<file path="config.mk">
export PLATFORM = sky130hd
export DESIGN_NAME = mem_ctrl_pipe
export DESIGN_NICKNAME = d
export VERILOG_FILES = /design/src/rtl/mem_pkg.sv /design/src/rtl/mem_ctrl_ram.sv /design/src/rtl/mem_ctrl_pipe.sv
export SDC_FILE = /design/constraint.sdc
export NUM_CORES = 1
export LEC_CHECK = 0
export CAP_MARGIN = 20
export CORE_ASPECT_RATIO = 0.75
export CORE_UTILIZATION = 60
export DETAILED_ROUTE_END_ITERATION = 10
export GPL_ROUTABILITY_DRIVEN = 0
export HOLD_SLACK_MARGIN = 0.02
export PLACE_DENSITY = 0.79
export SLEW_MARGIN = 20
export SYNTH_ARGS = -nofsm -noshare
export SYNTH_HDL_FRONTEND = slang
export SYNTH_SLANG_ARGS = --single-unit
</file>
<file path="constraint.sdc">
create_clock -name clk -period 3 [get_ports clk]
set_input_delay 0.75 -clock clk [delete_from_list [all_inputs] [get_ports clk]]
set_output_delay 0.75 -clock clk [all_outputs]
set_load 0.05 [all_outputs]
</file>
<file path="src/rtl/mem_pkg.sv">
// Shared state encoding, legal read-latency bounds and a clog2 helper
// for the parametrised single-port memory controller.
package mem_pkg;

  typedef enum logic {
    ST_INIT  = 1'b0,
    ST_READY = 1'b1
  } state_t;

  localparam int RD_LAT_MIN = 1;
  localparam int RD_LAT_MAX = 2;

  function automatic int clog2(input int value);
    int r;
    int v;
    r = 0;
    v = value - 1;
    while (v > 0) begin
      r++;
      v = v >> 1;
    end
    return r;
  endfunction

endpackage

</file>
<file path="src/rtl/mem_ctrl_ram.sv">
// Inferred single-port synchronous RAM, read-first; 1-cycle read, or 2 with OUT_REG.
// No handshake: a write or read happens on every edge, the controller decides which.
module mem_ctrl_ram
  import mem_pkg::*;
#(
  parameter int DATA_W  = 8,
  parameter int ADDR_W  = 4,
  parameter int DEPTH   = 16,
  parameter bit OUT_REG = 1'b1
) (
  input  logic              clk,
  input  logic              we,
  input  logic [ADDR_W-1:0] addr,
  input  logic [DATA_W-1:0] din,
  output logic [DATA_W-1:0] dout
);

  logic [DATA_W-1:0] r_mem [DEPTH];
  logic [DATA_W-1:0] r_q;

  always_ff @(posedge clk) begin
    if (we) begin
      r_mem[addr] <= din;
    end
    r_q <= r_mem[addr];
  end

  if (OUT_REG) begin : g_oreg
    logic [DATA_W-1:0] r_dout;
    always_ff @(posedge clk) begin
      r_dout <= r_q;
    end
    assign dout = r_dout;
  end else begin : g_noreg
    assign dout = r_q;
  end

endmodule

</file>
<file path="src/rtl/mem_ctrl_pipe.sv">
// Memory controller: clear sweep after reset/clr, reads return READ_LAT cycles after accept.
// req_ready is low for the whole sweep; once READY every request is accepted immediately.
module mem_ctrl_pipe
  import mem_pkg::*;
#(
  parameter int                DATA_W      = 8,
  parameter int                ADDR_W      = 4,
  parameter int                DEPTH       = 16,
  parameter int                READ_LAT    = 2,
  parameter logic [DATA_W-1:0] CLEAR_VALUE = '0
) (
  input  logic              clk,
  input  logic              rst,
  input  logic              req_valid,
  output logic              req_ready,
  input  logic              req_write,
  input  logic [ADDR_W-1:0] req_addr,
  input  logic [DATA_W-1:0] req_wdata,
  input  logic              clr,
  output logic              busy,
  output logic              rd_valid,
  output logic [DATA_W-1:0] rd_data,
  output logic              rd_err
);

  localparam int                CNT_W    = clog2(DEPTH) + 1;
  localparam logic [CNT_W-1:0]  CNT_LAST = CNT_W'(DEPTH - 1);
  localparam logic [CNT_W-1:0]  CNT_END  = CNT_W'(DEPTH);
  localparam logic [ADDR_W:0]   ADDR_LIM = (ADDR_W + 1)'(DEPTH);

  if (READ_LAT < RD_LAT_MIN || READ_LAT > RD_LAT_MAX) begin : g_bad_lat
    $error("mem_ctrl_pipe: READ_LAT must be 1 or 2");
  end
  if (DEPTH > (1 << ADDR_W)) begin : g_bad_depth
    $error("mem_ctrl_pipe: DEPTH exceeds address space");
  end

  state_t              r_state;
  logic [CNT_W-1:0]    r_cnt;
  logic [READ_LAT-1:0] r_vld_pipe;
  logic [READ_LAT-1:0] r_err_pipe;
  logic [DATA_W-1:0]   r_hold;

  logic              w_accept;
  logic              w_in_range;
  logic              w_we;
  logic [ADDR_W-1:0] w_ram_addr;
  logic [DATA_W-1:0] w_ram_din;
  logic [DATA_W-1:0] w_ram_dout;
  logic              w_out_vld;
  logic              w_out_err;

  assign busy       = (r_state == ST_INIT);
  assign req_ready  = (r_state == ST_READY);
  assign w_accept   = req_valid && req_ready;
  assign w_in_range = ({1'b0, req_addr} < ADDR_LIM);

  // The sweep owns the RAM port in INIT; out-of-range writes are dropped here.
  assign w_we       = rst && (busy || (w_accept && req_write && w_in_range));
  assign w_ram_addr = busy ? ADDR_W'(r_cnt) : req_addr;
  assign w_ram_din  = busy ? CLEAR_VALUE : req_wdata;

  mem_ctrl_ram #(
    .DATA_W (DATA_W),
    .ADDR_W (ADDR_W),
    .DEPTH  (DEPTH),
    .OUT_REG(READ_LAT == RD_LAT_MAX)
  ) u_ram (
    .clk (clk),
    .we  (w_we),
    .addr(w_ram_addr),
    .din (w_ram_din),
    .dout(w_ram_dout)
  );

  always_ff @(posedge clk) begin
    if (!rst) begin
      r_state <= ST_INIT;
      r_cnt   <= '0;
    end else if (r_state == ST_INIT) begin
      if (r_cnt != CNT_END) begin
        r_cnt <= r_cnt + CNT_W'(1);
      end
      if (r_cnt == CNT_LAST) begin
        r_state <= ST_READY;
      end
    end else if (clr) begin
      r_state <= ST_INIT;
      r_cnt   <= '0;
    end
  end

  // Valid/err shift alongside the RAM read path so they line up with w_ram_dout.
  always_ff @(posedge clk) begin
    if (!rst) begin
      r_vld_pipe <= '0;
      r_err_pipe <= '0;
      r_hold     <= '0;
    end else begin
      r_vld_pipe <= READ_LAT'({r_vld_pipe, w_accept && !req_write});
      r_err_pipe <= READ_LAT'({r_err_pipe, !w_in_range});
      if (w_out_vld) begin
        r_hold <= rd_data;
      end
    end
  end

  assign w_out_vld = r_vld_pipe[READ_LAT-1];
  assign w_out_err = r_err_pipe[READ_LAT-1];
  assign rd_valid  = w_out_vld;
  assign rd_err    = w_out_vld && w_out_err;
  assign rd_data   = !w_out_vld ? r_hold : (w_out_err ? CLEAR_VALUE : w_ram_dout);

endmodule

</file>
# Word-level counts from Yosys, hierarchy flattened

Memory sizes are Yosys's and may differ from the RTL's. A register that Yosys moved wholly into a read port is not among the register bits.
Cells that the tools add are included.

$add $sub $neg: 1
Eq/ne operators: 3
Mux-type cells: 12
Bitwise gates (word level): 1
Reductions and logical operators: 9

Operators with widths:

| cell                                                | number |
|---|---|
| two-way mux 8 bit                                   | 3 |
| two-way mux 5 bit                                   | 3 |
| adder 5 x 1 -> 5 bit, second input constant         | 1 |
| equality test 5 x 4 -> 1 bit, second input constant | 1 |
| logical AND 1 bit                                   | 5 |
| two-way mux 1 bit                                   | 5 |
| != test 5 bit, second input constant                | 1 |
| two-way mux 4 bit                                   | 1 |
| != test 2 bit, second input constant                | 1 |
| AND reduction 2 bit                                 | 1 |
| nonzero test 2 bit                                  | 1 |
| zero test 1 bit                                     | 1 |
| logical OR 1 bit                                    | 1 |
| inverter 1 bit                                      | 1 |

Register bits after elaboration: 26
Bits in writable memories: 128
Input bits: 17
Memories kept: 1

Memories:

| name        | words | width | read ports | clocked after Yosys merged registers in | write ports | line               | text |
|---|---|---|---|---|---|---|---|
| u_ram.r_mem | 16    | 8     | 1          | 1                                       | 1           | mem_ctrl_ram.sv:18 | `logic [DATA_W-1:0] r_mem [DEPTH];` |

# Longest topological paths before layout

Depth after elaboration: 6
Depth in mapped cells: 8
Mapped depth without buffers: 6

# Hierarchy

Synthesis repeated with hierarchy kept, for this count alone.

Cell total of the unflattened synthesis: 327
Area total of the unflattened synthesis: 6119.6 um2

Modules (own cells, without submodules):

| module        | times used | cells each | area each (um2) | seq. area each (um2) |
|---|---|---|---|---|
| mem_ctrl_ram  | 1          | 238        | 5227.5          | 4164.0 |
| mem_ctrl_pipe | 1          | 89         | 892.1           | 320.3 |

# Least setup slack after synthesis

Ideal clock, no wire load.

Kind: reg-to-reg
Start point: register r_state (netlist: req_ready)
End point: memory u_ram.r_mem[4][0], enable pin
Arrival time: 2134 ps
Data required time: 2630 ps
Setup slack: 496 ps
Stages on the path, launching flop included: 8
Path buffers: 3
Path through: dfxtp_1 buf_4 buf_2 buf_4 nand2_1 nor2_1 nor2_1 nor2_1

Word-level cells in the longest chain between the ends: 6

Ends and longest elaborated chain:

| element                                 | line                | text |
|---|---|---|
| from (decl)                             | mem_ctrl_pipe.sv:38 | `state_t r_state;` |
| from (signal assigned)                  | mem_ctrl_pipe.sv:78 | `r_state <= ST_INIT;` |
| from (signal assigned)                  | mem_ctrl_pipe.sv:85 | `r_state <= ST_READY;` |
| from (signal assigned)                  | mem_ctrl_pipe.sv:88 | `r_state <= ST_INIT;` |
| logical AND 1 bit                       | mem_ctrl_pipe.sv:55 | `assign w_accept = req_valid && req_ready;` |
| logical AND 1 bit                       | mem_ctrl_pipe.sv:59 | `assign w_we = rst && (busy \|\| (w_accept && req_write && w_in_range));` |
| logical OR 1 bit                        | mem_ctrl_pipe.sv:59 |  |
| logical AND 1 bit                       | mem_ctrl_pipe.sv:59 |  |
| two-way mux 1 bit                       | mem_ctrl_ram.sv:22  | `if (we) begin` |
| two-way mux 1 bit (not written as such) | mem_ctrl_ram.sv:23  | `r_mem[addr] <= din;` |
| to (decl)                               | mem_ctrl_ram.sv:18  |  |

Several ways; a longest one is shown, not always the timed one.

# Worst setup path after layout

Start point: register r_vld_pipe[1]
End point: output rd_data[2]

Word-level cells in the longest chain between the ends: 1

Ends and longest elaborated chain:

| element                | line                 | text |
|---|---|---|
| from (decl)            | mem_ctrl_pipe.sv:40  | `logic [READ_LAT-1:0] r_vld_pipe;` |
| from (signal assigned) | mem_ctrl_pipe.sv:100 | `r_vld_pipe <= READ_LAT'({r_vld_pipe, w_accept && !req_write});` |
| two-way mux 8 bit      | mem_ctrl_pipe.sv:112 | `assign rd_data = !w_out_vld ? r_hold : (w_out_err ? CLEAR_VALUE : w_ram_dout);` |
| to (decl)              | mem_ctrl_pipe.sv:22  | `output logic [DATA_W-1:0] rd_data,` |

Every way passes these cells.

==> results.txt <==
CTS Root Cell: clkbuf_16
Global route total overflow: 0
# DRC: 0
Layout area overhead: 16.4%
Setup crit start: r_vld_pipe[1]
Layout cells sized above 1: 22.2%
Clock Pin Slew Worst Setup and Hold Paths: 0.06 ns
Top-count cell post-synth: edfxtp_1
Vias/cell: 6.80
Crit path DAT: 2.04 ns
Status: finished, final reports clean
Sink Count: 160
WS Path Type: reg2out
Power per cell area: 616 nW/um2
Net count, final: 548
Worst path max stage delay: 0.70 ns
Synth top area share: 54.5%
Post-synth cell types: 43
DP HPWL: 10.7 mm
HP Class: reg2reg
Final WL: 16.9 mm
Input/output buffers: 27
Top cells by area, synth: edfxtp_1 54%, dfxtp_1 9.1%, mux4_2 5.1%
CTS Buffer Depth: 2
Worst R2R Start: req_ready
Time the worst path needs with I/O delays and setup: 2.79 ns
Vias in the first global route: 4401
Levels on crit path: 2
Synth area leader: edfxtp_1
Cell family with most CP delay: buffers and inverters
CTS buffer count: 17
Top Ports: 29
Ant diodes: 0
Worst EP required: 2.25 ns
Setup TNS: 0 ns
Actual slew at the worst max-slew pin: 1.09 ns
Postcts setup bufs: 0
Relative slew slack: 27.1%
Hold buffer count at cts: 0
Peak Freq: 358 MHz
Clk pwr share: 44.1%
Top_reg_cell synth: edfxtp_1
Detail Route Antenna Nets: 0
Die area: 12200 um2
Sw Pwr: 1.19 mW
DR iter-0 viols: 797
Worst Path Max Fanout: 9
Register-to-Register Setup Slack: 0.47 ns
Max Cap Viol: 0
Hold Fails Final Rpt: 0
Final setup viols: 0
Synthesized area: 7060 um2
Internal: 3.87 mW
Global-route wire length before repair: 25.9 mm
EDFF count, synth: 128
Critical-path top delay cell: clkdlybuf4s50_1
Mean Syn Cell Area: 14.3 um2
Worst vdd ir: 512 uV
Placement Setup Slack: 0.0369 ns
Lkg Pwr: 2.92 nW
Clk_lat worst skew: 0.43 ns
Worst setup EP type: output port
Post-synthesis async set-or-reset flop share: 0%
Routed WL per cell: 24.3 um
Seq/Total Area, Yosys: 63.5%
Starting density of the core: 63.1%
Worst Setup EP: rd_data[2]
Clk_skew: 0.00681 ns
CTS tree: yes
FF-to-FF path depth: 6
Initial antenna violation count: 0
CP Cell Sequence: mux2_2 -> clkdlybuf4s50_1
Max Slew Vio Count: 0
Htree depth: 4
Tcrit/Tclk final: 93.2%
Worst Path Buf+Inv: 1
Via count: 4746
Die Y: 95.9 um
First-pass iteration count of the detailed router: 5
GRT Overall Usage: 29.9%
Core area: 11200 um2
Sw frac: 23.5%
Cell count after synthesis: 493
Critical register-to-register path endpoint: u_ram.r_q[5]
Site Rows: 33
Cts repair resizes: 0
Comb pwr share: 7.0%
Unrepaired setup endpoints after global routing: no
Final setup margin: 0.205 ns
Die X: 127 um
Synthesized flop and latch total: 160
Sequential share of power: 48.9%
Hold WS: 0.361 ns
Post-Syn Nets: 513
Synth Warn #: 0
Largest net degree at the start of global routing: 54
Commonest cells in the netlist: 128 x edfxtp_1, 34 x clkbuf_1, 32 x dfxtp_1, 25 x nand4_1
Worst setup SP type: flop
[area by class of cell]
type,count,area [um2]
clock buffers,17,425
clock inverters,15,194
fillers,702,2970
inverters,5,18.8
multi-input cells,282,2340
flip-flops and latches,160,4490
well taps,157,196
repair buffers,62,553
[through the flow]
stage | power, mW | cell area (um2) | std cells | util (%)
2_1_floorplan | 2.73 | 7060 | 493 | -
3_3_place_gp | 2.85 | 7590 | 665 | 67.9
3_5_place_dp | 2.86 | 7600 | 666 | 67.9
4_1_cts | 5.07 | 8220 | 698 | 73.4
5_1_grt | 5.19 | 8220 | 698 | 73.4
6_report | 5.06 | 8220 | 698 | 73.4
[cell families after synthesis]
logic type | Yosys count | share of synthesized area, %
flops | 160 | 63.5
fa+ha+maj | 3 | 0.532
buf+inv | 51 | 3.24
other cells | 1 | 0.0531
simple gates | 157 | 15.2
compound gates | 95 | 10.7
mux | 26 | 6.74
[cells in the final DEF (no fill, tap or decap), types with 8 or more instances in the layout]
cell,count
nand2_1,22
o41ai_1,17
buf_4,33
clkdlybuf4s50_1,26
a41o_1,16
edfxtp_1,128
a31o_2,16
dfxtp_1,31
nor4bb_1,8
clkbuf_16,17
mux2_2,8
o21ai_0,18
o21a_1,17
and4bb_2,8
mux4_2,16
nand4_1,25
nand4b_1,16
and4b_1,18
nor2_1,22
and2_1,17
[state kept, by name (all words and copies together) (netlist names)]
signal       cells
r_hold           8
u_ram.dout       8
r_vld_pipe       2
r_cnt            5
u_ram.r_mem    128
req_ready        1
u_ram.r_q        8
[routing by layer]
layer / vias up / track usage [%] / routed length, um / part of all wire (%)
li1: 2055 / - / - / -
met1: 2304 / 41.9 / 6910 / 41
met2: 349 / 44.8 / 7590 / 45
met3: 38 / 7.62 / 2030 / 12
met4: 0 / 13.3 / 410 / 2.4
met5: - / 0 / 0 / 0
[how the worst min path moves through the flow]
stage,from,depth (start not counted),to
2_1_floorplan,u_ram.r_q[0],0,u_ram.dout[0]
3_3_place_gp,u_ram.r_q[7],0,u_ram.dout[7]
3_5_place_dp,u_ram.r_q[2],0,u_ram.dout[2]
4_1_cts,u_ram.r_q[2],0,u_ram.dout[2]
5_1_grt,u_ram.r_q[2],0,u_ram.dout[2]
6_report,u_ram.r_q[7],0,u_ram.dout[7]
[power groups by stage]
stage / clock (mW) / combinational, mW / sequential, mW
6_report: 2.23 / 0.353 / 2.47
5_1_grt: 2.34 / 0.374 / 2.47
4_1_cts: 2.25 / 0.347 / 2.47
3_5_place_dp: 0 / 0.341 / 2.52
3_3_place_gp: 0 / 0.333 / 2.52
2_1_floorplan: 0 / 0.237 / 2.50
[worst register-to-register path: stages (launching register included)]
cell and delay [ns]:
dfxtp_2 0.43, buf_4 0.23, nor2b_1 0.32, buf_4 0.25
a31o_2 0.26, o41ai_1 0.66, nand4_1 0.20
No activity file was read; power rests on OpenSTA's default activity.
